**config.mk**
```make
export PLATFORM = sky130hd
export DESIGN_NAME = hb_decim2_out
export DESIGN_NICKNAME = d
export VERILOG_FILES = /design/src/rtl/hb_pkg.sv /design/src/rtl/hb_sample_fifo.sv /design/src/rtl/hb_decim2_out.sv
export SDC_FILE = /design/constraint.sdc
export NUM_CORES = 1
export LEC_CHECK = 0
export ABC_CLOCK_PERIOD_IN_PS = 5200
export BUFFER_PORTS_ARGS = -buffer_cell sky130_fd_sc_hd__buf_2
export CORE_UTILIZATION = 60
export DETAILED_ROUTE_END_ITERATION = 10
export HOLD_SLACK_MARGIN = 0.02
export PLACE_DENSITY = 0.82
export SLEW_MARGIN = 20
export SYNTH_ARGS = -nofsm -noshare
export SYNTH_HDL_FRONTEND = slang
export SYNTH_SLANG_ARGS = --single-unit
```
**constraint.sdc**
```tcl
create_clock -name clk -period 5.2 [get_ports clk]
set_input_delay 0.26 -clock clk [delete_from_list [all_inputs] [get_ports clk]]
set_output_delay 0.26 -clock clk [all_outputs]
set_load 0.1 [all_outputs]
```
**src/rtl/hb_pkg.sv**
```systemverilog
// rtl/hb_pkg.sv - shared types and constants for the half-band decimate-by-2 output stage
//
// Contents:
//   HB_DECIM      decimation ratio of the output stage
//   HB_W          native sample width of hb_filter y_out
//   sample_t      signed sample type at the native width
//   hb_level_w()  width needed to hold a FIFO occupancy of 0..depth

package hb_pkg;

    localparam int HB_DECIM = 2;
    localparam int HB_W     = 16;

    typedef logic signed [HB_W-1:0] sample_t;

    // Occupancy counts run 0..depth inclusive, so one bit more than the pointer.
    function automatic int hb_level_w(input int depth);
        return $clog2(depth) + 1;
    endfunction

endpackage

```
**src/rtl/hb_sample_fifo.sv**
```systemverilog
// rtl/hb_sample_fifo.sv - first-word-fall-through sample FIFO with flush and occupancy
//
// Ports:
//   clk       in   rising-edge clock
//   rst       in   asynchronous active-high reset
//   i_flush   in   synchronous empty; wins over push and pop
//   i_push    in   write request; accepted when not full or when a pop happens this cycle
//   i_wdata   in   W-bit write data
//   i_pop     in   read request; ignored when empty
//   o_rdata   out  head sample; holds the last head once the FIFO drains
//   o_empty   out  FIFO holds no samples
//   o_full    out  FIFO holds DEPTH samples
//   o_level   out  current occupancy, 0..DEPTH

module hb_sample_fifo
    import hb_pkg::*;
#(
    parameter int DEPTH = 4,
    parameter int W     = HB_W
) (
    input  logic                       clk,
    input  logic                       rst,
    input  logic                       i_flush,
    input  logic                       i_push,
    input  logic [W-1:0]               i_wdata,
    input  logic                       i_pop,
    output logic [W-1:0]               o_rdata,
    output logic                       o_empty,
    output logic                       o_full,
    output logic [$clog2(DEPTH):0]     o_level
);

    localparam int AW = $clog2(DEPTH);
    localparam int LW = AW + 1;
    localparam logic [LW-1:0] FULL_LVL = LW'(DEPTH);

    logic [W-1:0]  r_mem [DEPTH];
    logic [AW-1:0] r_wr_ptr;
    logic [AW-1:0] r_rd_ptr;
    logic [LW-1:0] r_level;
    logic [W-1:0]  r_last;

    logic w_empty;
    logic w_full;
    logic w_do_pop;
    logic w_do_push;

    assign w_empty = (r_level == '0);
    assign w_full  = (r_level == FULL_LVL);

    // A pop frees the head slot in the same cycle, so a full FIFO can still
    // accept a push when it is also being read.
    assign w_do_pop  = i_pop && !w_empty && !i_flush;
    assign w_do_push = i_push && (!w_full || w_do_pop) && !i_flush;

    // Storage carries no reset: a slot is only ever read after it was written.
    always_ff @(posedge clk) begin
        if (w_do_push) begin
            r_mem[r_wr_ptr] <= i_wdata;
        end
    end

    always_ff @(posedge clk or posedge rst) begin
        if (rst) begin
            r_wr_ptr <= '0;
            r_rd_ptr <= '0;
            r_level  <= '0;
            r_last   <= '0;
        end else begin
            if (i_flush) begin
                r_wr_ptr <= '0;
                r_rd_ptr <= '0;
                r_level  <= '0;
            end else begin
                // Power-of-two depth lets the pointers wrap by natural overflow.
                if (w_do_push) begin
                    r_wr_ptr <= r_wr_ptr + 1'b1;
                end
                if (w_do_pop) begin
                    r_rd_ptr <= r_rd_ptr + 1'b1;
                end
                case ({w_do_push, w_do_pop})
                    2'b10:   r_level <= r_level + 1'b1;
                    2'b01:   r_level <= r_level - 1'b1;
                    default: r_level <= r_level;
                endcase
            end
            // Remember the presented head so the output does not fall back to
            // stale storage when the FIFO drains.
            if (!w_empty) begin
                r_last <= r_mem[r_rd_ptr];
            end
        end
    end

    assign o_rdata = w_empty ? r_last : r_mem[r_rd_ptr];
    assign o_empty = w_empty;
    assign o_full  = w_full;
    assign o_level = r_level;

endmodule

```
**src/rtl/hb_decim2_out.sv**
```systemverilog
// rtl/hb_decim2_out.sv - decimate-by-2 output stage for hb_filter with buffered valid/ready output
//
// Keeps one of every two valid input samples, buffers the kept samples and
// presents them over a valid/ready handshake. A sticky flag records any kept
// sample lost because the buffer was full.
//
// Build option: define HB_DECIM2_STATS_EN to add the drop_cnt output.
//
// Ports:
//   clk          in   rising-edge clock
//   reset        in   asynchronous active-high reset
//   flush        in   synchronous: empty buffer, restart phase; overrun kept
//   x_valid      in   qualifies x_in
//   x_in         in   signed W-bit sample from hb_filter
//   y_valid      out  buffer head valid
//   y_ready      in   consumer accepts head when y_valid && y_ready
//   y_out        out  signed head sample, stable while stalled
//   overrun      out  sticky: a kept sample was dropped
//   overrun_clr  in   synchronous clear of overrun (a new drop wins)
//   level        out  buffer occupancy
//   drop_cnt     out  saturating count of dropped samples (HB_DECIM2_STATS_EN only)

module hb_decim2_out
    import hb_pkg::*;
#(
    parameter int DEPTH      = 4,
    parameter int KEEP_PHASE = 0,
    parameter int W          = HB_W
) (
    input  logic                       clk,
    input  logic                       reset,
    input  logic                       flush,
    input  logic                       x_valid,
    input  logic signed [W-1:0]        x_in,
    output logic                       y_valid,
    input  logic                       y_ready,
    output logic signed [W-1:0]        y_out,
    output logic                       overrun,
    input  logic                       overrun_clr,
    output logic [$clog2(DEPTH):0]     level
`ifdef HB_DECIM2_STATS_EN
    ,
    output logic [15:0]                drop_cnt
`endif
);

    localparam int PW = $clog2(HB_DECIM);
    localparam logic [PW-1:0] KEEP_SEL = PW'(KEEP_PHASE);

    logic [PW-1:0] r_phase;
    logic          r_overrun;

    logic          w_keep;
    logic          w_drop;
    logic          w_empty;
    logic          w_full;
    logic [W-1:0]  w_head;

    assign w_keep = x_valid && (r_phase == KEEP_SEL);

    // A drop needs a full buffer with no simultaneous pop. Full implies
    // non-empty, so y_ready alone decides whether the head leaves. A sample
    // discarded by flush is not an overrun.
    assign w_drop = w_keep && w_full && !y_ready && !flush;

    // Phase advances only on valid input so gaps do not shift the keep pattern.
    always_ff @(posedge clk or posedge reset) begin
        if (reset) begin
            r_phase <= '0;
        end else if (flush) begin
            r_phase <= '0;
        end else if (x_valid) begin
            r_phase <= r_phase + 1'b1;
        end
    end

    // Set wins over clear so a drop in the clearing cycle is never lost.
    always_ff @(posedge clk or posedge reset) begin
        if (reset) begin
            r_overrun <= 1'b0;
        end else if (w_drop) begin
            r_overrun <= 1'b1;
        end else if (overrun_clr) begin
            r_overrun <= 1'b0;
        end
    end

`ifdef HB_DECIM2_STATS_EN
    logic [15:0] r_drop_cnt;

    always_ff @(posedge clk or posedge reset) begin
        if (reset) begin
            r_drop_cnt <= '0;
        end else if (overrun_clr) begin
            r_drop_cnt <= {15'd0, w_drop};
        end else if (w_drop && (r_drop_cnt != 16'hFFFF)) begin
            r_drop_cnt <= r_drop_cnt + 16'd1;
        end
    end

    assign drop_cnt = r_drop_cnt;
`endif

    hb_sample_fifo #(
        .DEPTH (DEPTH),
        .W     (W)
    ) u_fifo (
        .clk     (clk),
        .rst     (reset),
        .i_flush (flush),
        .i_push  (w_keep),
        .i_wdata (x_in),
        .i_pop   (y_ready),
        .o_rdata (w_head),
        .o_empty (w_empty),
        .o_full  (w_full),
        .o_level (level)
    );

    assign y_valid = !w_empty;
    assign y_out   = w_head;
    assign overrun = r_overrun;

endmodule

```
Word level (Yosys, flattened, before mapping)
Memory sizes are Yosys's and may differ from the RTL's.
Index checks and enable logic that the tools add are counted.

operators by class
  $add $sub $neg = 5
  equal/unequal tests = 3
  bitwise logic cells = 1
  reduce and logical (&&, ||, !) cells = 19
  mux-type cells = 13

operators with widths
  kind                                                                    count
  16-bit 2-to-1 mux                                                       1
  1-bit logical AND                                                       8
  2-bit 2-to-1 mux                                                        4
  2-bit nonzero test                                                      4
  1-bit 2-to-1 mux                                                        6
  3-bit case mux with 2 select lines                                      1
  2-bit by 1-bit adder with 2-bit output (second input constant)          2
  1-bit logical NOT                                                       4
  3-bit by 1-bit adder with 3-bit output (second input constant)          1
  3-bit equality test (second input constant)                             1
  3-bit logical NOT                                                       1
  3-bit 2-to-1 mux                                                        1
  3-bit nonzero test                                                      1
  3-bit by 1-bit subtractor with 3-bit output (second input constant)     1
  2-bit by 1-bit equality test with 1-bit output (second input constant)  1
  2-bit equality test (second input constant)                             1
  1-bit adder (second input constant)                                     1
  1-bit logical OR                                                        1
  1-bit NOT                                                               1

word-level totals
  bits in writable memories = 64
  input port bits = 22
  bits in registers = 25
  memories = 1

memories
  name          depth  bits a word  read ports  clocked after Yosys merged registers in  write ports  RTL line              text
  u_fifo.r_mem  4      16           1           0                                        1            hb_sample_fifo.sv:37  logic [W-1:0] r_mem [DEPTH];

Depth between registers and ports, before layout
Gate-level depths: netlist of run 1.

  depth after elaboration = 10
  depth in mapped cells = 9
  depth with buffers taken out = 7

Cells and area by module
Synthesis of run 1 repeated with hierarchy kept, for this count alone.

unflattened totals
  cell total of the unflattened synthesis = 190
  area total of the unflattened synthesis = 3594.7 µm²

by module, submodules not included
  module          seq. area each (µm²)  cells an instance  area each (µm²)  instances
  hb_sample_fifo  2497.4                180                3493.4           1
  hb_decim2_out   50.0                  10                 101.3            1

Least setup slack after synthesis of run 1
OpenSTA, ideal clock, no wires.

  kind = flip-flop to output port
  start point = register u_fifo.r_level[2], in the netlist u_fifo.o_level[2]
  end point = output y_out[10]
  slack = 2.137 ns
  required time = 4.940 ns
  cell stages (with the launch flop) = 7
  arrival = 2.803 ns
  path through = dfrtp_1 -> buf_2 -> nor3_2 -> inv_2 -> buf_2 -> nand2_1 -> nand2_1

on the way
  longest elaborated chain between the ends = 2

RTL lines
  item                    RTL line              text
  from (decl)             hb_sample_fifo.sv:40  logic [LW-1:0] r_level;
  from (signal assigned)  hb_sample_fifo.sv:83  2'b10: r_level <= r_level + 1'b1;
  from (signal assigned)  hb_sample_fifo.sv:84  2'b01: r_level <= r_level - 1'b1;
  from (signal assigned)  hb_sample_fifo.sv:85  default: r_level <= r_level;
  3-bit logical NOT       hb_sample_fifo.sv:48  assign w_empty = (r_level == '0);
  16-bit 2-to-1 mux       hb_sample_fifo.sv:96  assign o_rdata = w_empty ? r_last : r_mem[r_rd_ptr];
  to (decl)               hb_decim2_out.sv:37   output logic signed [W-1:0] y_out,

Every way passes these cells.

Worst setup path in the final report of run 1
  start point = register u_fifo.r_level[2], in the netlist u_fifo.o_level[2]
  end point = output y_out[13]

Same word-level chain as after synthesis.

==> metrics.yaml, run 1 <==
routedWlPerCell_microns: 17.8
cts_setup_buffers: 0
path_class: "reg -> out"
dpl_cell_area_sq_um: 3810
dp.cells: 329
end_kind: "output port"
groute.usage.overall_pct: 23.0
synthXorXnorAreaFrac_pct: 0.987
finalCritPeriodShare_pct: 47.7
die_w_microns: 78.9
root_buffer: "clkbuf_8"
drive_gt1_share_pct: 28.5
synth.cell_area_sq_um: 3550
nets: 296
stdcell_area_sq_um: 4020
cts_sinks: 89
synth_top_family_by_area: "multiplexers"
worst_pin_slew_ns: 0.887
hold_path_class: "in -> reg"
period_needed_ns: 2.48
grt_max_degree: 26
dr.first_iter.drc_count: 151
io_pins: 43
area_growth_pct: 13.1
seq_area_frac_synth_pct: 71.7
die-area_sq_um: 6230
finalHoldViolCount: 0
avgSynthCellArea_sq_um: 15.9
outcome: "finished, final reports clean"
wirelength_mm: 6.17
whs_path_depth: 2
num_rows: 27
max-vdd-ir-drop_mv: 0.453
portBuffers: 42
grt_pass1_wl_mm: 10.0
holdCritStartpoint: "overrun_clr"
final.setup.tns_ns: 0
synthDistinctLibCells: 36
maxSlewHeadroom_pct: 40.9
vias: 1985
r2r-end: "u_fifo.r_mem[1][7]$_DFFE_PP_"
cp_max_fo: 19
fmax_ghz: 0.404
synth_simple_gate_area_share_pct: 9.55
slew_violations: 0
antenna_found_initial: 0
crit_path_start_kind: "register"
gp_congestion: 0.764
ys.flop_type: "edfxtp_1"
r2r-start: "r_phase$_DFFE_PP0P_"
cts-buffers-inserted: 9
p_leak_nw: 1.56
insertion_delay_ns: 0.35
core_region_area_sq_um: 5610
synthCells: 224
clkSlewWorstSetupHoldPaths_ns: 0.09
viasPerCell: 5.74
place_hpwl_mm: 3.87
dr.pass1.iters: 4
synthAdderAreaFrac_pct: 1.97
grt-ovfl-total: 0
ys_seq_elements: 89
cap_viol_max_count: 0
crit_required_ns: 4.94
synthMuxAreaShare_pct: 10.4
synth_edf_count: 64
crit_arrival_ns: 2.22
drc: 0
setup_viol: 0
clock_path_buffers: 2
synth_compound_area_share_pct: 3.10
min_to: "overrun$_DFFE_PP0P_"
ys_warn_count: 0
rsz0062_at_grt: "no"
synth_fp_nets: 251
fin_worst_skew_ns: 0.00951
cts_tree: "yes"
async_reset_ff_share_pct: 28.1
postRouteAntennaNets: 0
die_h_microns: 78.9
powerDensity_nw_per_um2: 554
fin_cells: 346
ff2ff_path_depth: 3
start_util_pct: 63.3
grt_pass1_vias: 2049
cts-htree-levels: 3
reg2reg_setup_slack_ns: 2.91
diodes: 0
layout by cell type, fill, tap and decap left out, types with 2 or more instances in the layout:
master and instances:
dfrtp_1 24, inv_1 5, buf_2 42, a21o_1 2, mux4_2 16, inv_2 2
o21ai_0 3, nor3_1 2, xnor2_1 2, nand2_1 51, clkbuf_1 2, a31oi_1 2
nor2_1 5, nand2b_1 3, clkbuf_8 10, a21oi_1 2, xor2_1 2, and2_1 4
edfxtp_1 64, nand3b_1 2, nand3_1 4, ha_1 4
cell families after synthesis:
kind of cell	Yosys count
AOI/OAI and AO/OA	16
xor gates and xnor gates	4
adders and majority gates	5
buffers and inverters	17
DFF	89
muxes	17
and+or+nand+nor	76
what timing repair did:
action                    4_1_cts  5_1_grt
hold endpoints to repair        0       19
resized for setup               0        0
hold buffers                    0        1
area by class of cell:
type                       instances  area [sq um]
sequential                        89          2550
fill                             378          1590
multi-input combinational        118           925
timing repair buffer              44           228
clock buffer                      12           145
tap                               72          90.1
clock inverter                     4          52.6
inverter                           7          26.3
how the worst max path moves through the flow:
stage,cells past startpoint,startpoint,end
2_1_floorplan,6,u_fifo.o_level[2]$_DFFE_PP0P_,y_out[10]
3_3_place_gp,4,u_fifo.r_rd_ptr[0]$_DFFE_PP0P_,y_out[10]
3_5_place_dp,4,u_fifo.r_rd_ptr[0]$_DFFE_PP0P_,y_out[10]
4_1_cts,4,u_fifo.r_rd_ptr[0]$_DFFE_PP0P_,y_out[10]
5_1_grt,6,u_fifo.o_level[2]$_DFFE_PP0P_,y_out[14]
6_report,6,u_fifo.o_level[2]$_DFFE_PP0P_,y_out[13]
synth_stat cells (2+ instances only):
library cell / n / share of area, %
clkbuf_1: 2 / 0.21
nor2_1: 5 / 0.53
inv_1: 6 / 0.63
xor2_1: 2 / 0.49
nand2b_1: 3 / 0.53
xnor2_1: 2 / 0.49
and2_1: 4 / 0.70
buf_2: 6 / 0.85
edfxtp_1: 64 / 54
nand3_1: 4 / 0.56
mux4_2: 16 / 10
buf_4: 2 / 0.42
dfrtp_1: 25 / 18
a21o_1: 2 / 0.42
a31oi_1: 2 / 0.35
a21oi_1: 2 / 0.28
nand3b_1: 2 / 0.42
nor3_1: 2 / 0.28
o21ai_0: 3 / 0.42
ha_1: 4 / 1.4
nand2_1: 51 / 5.4
where the power goes:
part	leakage (nW)	total (mW)	internal, mW	switching, mW
registers	0.896	0.897	0.844	0.0522
clock network	0.101	0.470	0.238	0.233
logic	0.559	0.856	0.146	0.710
registers in the layout, summed over array words and instances (netlist names):
name / flops
u_fifo.r_rd_ptr: 2
u_fifo.r_mem: 64
u_fifo.r_wr_ptr: 2
r_phase: 1
u_fifo.r_last: 16
u_fifo.o_level: 3
overrun: 1
routing by layer:
metal / global-route usage, % / wire, microns / up-vias
met2: 38.2 / 3120 / 72
li1: - / - / 909
met4: 11.3 / 72 / 0
met1: 29.0 / 2640 / 998
met5: 0 / 0 / -
met3: 4.94 / 335 / 6
worst max-delay path: stages (launching register included):
cell and delay [ns]:
dfrtp_1 0.56, nor3_2 0.10, buf_4 0.23, inv_2 0.32, nand2_1 0.12, nand2_1 0.11
buf_2 0.43
stage by stage:
step                      hold slack, ns  worst slack (ns)  total power, mW  util (%)
after floorplan                    0.287              2.14             1.64         -
after global placement             0.440              2.79             1.76      67.9
after detailed placement           0.447              2.73             1.77      67.9
after CTS                         0.0771              2.34             2.24      71.4
after global routing              0.0772              2.61             2.30      71.6
final                             0.0938              2.72             2.22      71.6
No activity file was read; power rests on OpenSTA's default activity.
==> inputs of run 2 (changes only) <==
--- a/config.mk
+++ b/config.mk
@@ -5,12 +5,12 @@
 export SDC_FILE = /design/constraint.sdc
 export NUM_CORES = 1
 export LEC_CHECK = 0
-export ABC_CLOCK_PERIOD_IN_PS = 5200
+export ABC_CLOCK_PERIOD_IN_PS = 2000
 export BUFFER_PORTS_ARGS = -buffer_cell sky130_fd_sc_hd__buf_2
-export CORE_UTILIZATION = 60
+export CORE_UTILIZATION = 51
 export DETAILED_ROUTE_END_ITERATION = 10
 export HOLD_SLACK_MARGIN = 0.02
-export PLACE_DENSITY = 0.82
+export PLACE_DENSITY = 0.74
 export SLEW_MARGIN = 20
 export SYNTH_ARGS = -nofsm -noshare
 export SYNTH_HDL_FRONTEND = slang
==> constraint.sdc (replaced) <==
create_clock -name clk -period 2 [get_ports clk]
set_input_delay 0.1 -clock clk [delete_from_list [all_inputs] [get_ports clk]]
set_output_delay 0.1 -clock clk [all_outputs]
set_load 0.1 [all_outputs]
==> metrics.yaml, run 2 (synthesis gave the netlist of run 1 again) <==
maxSlewHeadroom_pct: 68.0  # +27 points
fillers: 475  # +26%
die-area_sq_um: 7300  # +17%
grt_max_degree: 20  # -23%
cts-htree-levels: 3  # unchanged
hold_path_class: "in -> reg"
slowest_stage: "dfrtp_4"
antenna_found_initial: 0  # unchanged
grt-ovfl-total: 0  # unchanged
clock_path_buffers: 2  # unchanged
p_leak_nw: 1.78  # +14%
insertion_delay_ns: 0.34  # about the same
drive_gt1_share_pct: 39.7  # +11 points
vias: 2074  # +4.5%
drc: 0  # unchanged
cap_viol_max_count: 0  # unchanged
root_buffer: "clkbuf_8"
slowest_delay_ns: 0.49  # -0.07 ns
fin_cells: 390  # +13%
ff2ff_path_depth: 6  # +3
area_growth_pct: 29.4
cp_max_fo: 2  # -17
grt_pass1_wl_mm: 10.3  # +2.9%
max-vdd-ir-drop_mv: 0.875  # +93%
path_common_cell: "nor3_4"
violations: "negative setup slack"
total_power_mw: 6.27  # +180%
cts_tree: "yes"
cp_top_family: "simple AND/OR/NAND/NOR gates"
core_region_area_sq_um: 6760  # +20%
gp_congestion: 0.805  # +5.3%
die_h_microns: 85.4  # +8.2%
setup_viol: 1  # +1
num_rows: 30  # +11%
viasPerCell: 5.32  # -7.3%
routedWlPerCell_microns: 16.7  # -6.6%
outcome: "finished, violations left"
worstSetupPathDepth: 6  # unchanged
finalHoldViolCount: 0  # unchanged
final-seq-area_sq_um: 2560  # +0.29%
period_needed_ns: 2.00
fin_ws_ns: -0.000210  # -2.72 ns
post-place-ws_ns: 0.0383  # -2.69 ns
clkSlewWorstSetupHoldPaths_ns: 0.08  # about the same
slew_violations: 0  # unchanged
start_util_pct: 52.6  # -11 points
powerDensity_nw_per_um2: 1370  # +150%
wirelength_mm: 6.50  # +5.3%
grt_pass1_vias: 2086  # +1.8%
whs_path_depth: 3  # +1
path_buf_inv: 0  # -3
regMostFlops: "u_fifo.r_mem"
fin_worst_skew_ns: 0.00845  # -0.00106 ns
layout_commonest_cell: "edfxtp_1"
fmax_ghz: 0.500
crit_required_ns: 2.26  # -2.68 ns
place_hpwl_mm: 4.17  # +7.8%
dr.pass1.iters: 4  # unchanged
largest_reg_flops: 64  # unchanged
rsz0062_at_grt: "yes"
path_class: "reg -> reg"
nets: 332  # +12%
die_w_microns: 85.4  # +8.2%
groute.usage.overall_pct: 19.5  # -3.5 points
finalCritPeriodShare_pct: 100
cts_sinks: 89  # unchanged
postRouteAntennaNets: 0  # unchanged
multi_input_area_sq_um: 1050  # +13%
io_pins: 43  # unchanged
crit_path_start_kind: "register"
end_kind: "register"
dr.first_iter.drc_count: 143  # -5.3%
cts-buffers-inserted: 9  # unchanged
worst_pin_slew_ns: 0.484  # -0.403 ns
path_cells: "nor3_4 -> nor3_4 -> fa_2 -> or4b_1 -> a21o_1 -> a31oi_1"
dp.cells: 356  # +8.2%
diodes: 0  # unchanged
portBuffers: 42  # unchanged
crit_arrival_ns: 2.26  # +0.04 ns
most-common-layout-cells: "edfxtp_1 (64), nand2_1 (35), buf_4 (30)"
==> run 2: area by class of cell <==
class / count / share of cell area [%]
Sequential cell: 89 / 55.6
Clock buffer: 9 / 2.70
Tap cell: 80 / 2.18
Multi-Input combinational cell: 118 / 22.8
Timing Repair Buffer: 80 / 14.1
Inverter: 7 / 0.626
Clock inverter: 7 / 2.04
==> run 2: per-stage QoR <==
step | instance area [sq um] | hold WS (ns) | util, % | setup TNS [ns]
6_report | 4600 | 0.0571 | 68.0 | -0.000210
5_1_grt | 4600 | 0.0666 | 68.0 | -0.863
4_1_cts | 4580 | 0.0413 | 67.9 | 0
3_5_place_dp | 4140 | 0.0927 | 61.3 | 0
3_3_place_gp | 4140 | 0.0943 | 61.3 | 0
2_1_floorplan | 3680 | 0.127 | - | -0.911
==> run 2: repair_timing <==
action	4_1_cts	5_1_grt
resized for setup	18	2
endpoints found under the setup margin	17	25
setup buffers	0	0
pin swaps	1	1
hold endpoints to repair	73	0
hold buffers	18	0
==> run 2: path summary, 6_finish.rpt <==
path                                             endpoint  slack, ns                           from
setup reg to reg            u_fifo.o_level[2]$_DFFE_PP0P_    -0.0002  u_fifo.o_level[2]$_DFFE_PP0P_
hold / removal                        r_phase$_DFFE_PP0P_       0.06                        x_valid
max in group asynchronous   u_fifo.o_level[2]$_DFFE_PP0P_       1.23                          reset
hold reg to reg                u_fifo.r_last[3]$_DFF_PP0_       0.46     u_fifo.r_last[3]$_DFF_PP0_
min in group asynchronous  u_fifo.r_wr_ptr[1]$_DFFE_PP0P_       0.27                          reset
setup / recovery            u_fifo.o_level[2]$_DFFE_PP0P_    -0.0002  u_fifo.o_level[2]$_DFFE_PP0P_
==> run 2: tightest hold or removal path, stage by stage <==
cell	delay (ns)
buf_2	0.09
nand2b_1	0.10
a21oi_1	0.06
==> run 2: metal layers <==
metal	wire (microns)	up-vias	GRT usage, %
met5	0	-	0
met4	41	0	5.91
met2	3410	57	32.9
met3	282	4	4.18
met1	2760	1028	25.5
li1	-	985	-
==> run 2: power breakdown <==
group | leakage [nW] | switching (mW) | internal [mW]
registers | 0.892 | 0.0724 | 2.20
clock network | 0.113 | 0.616 | 0.706
logic | 0.775 | 2.05 | 0.635
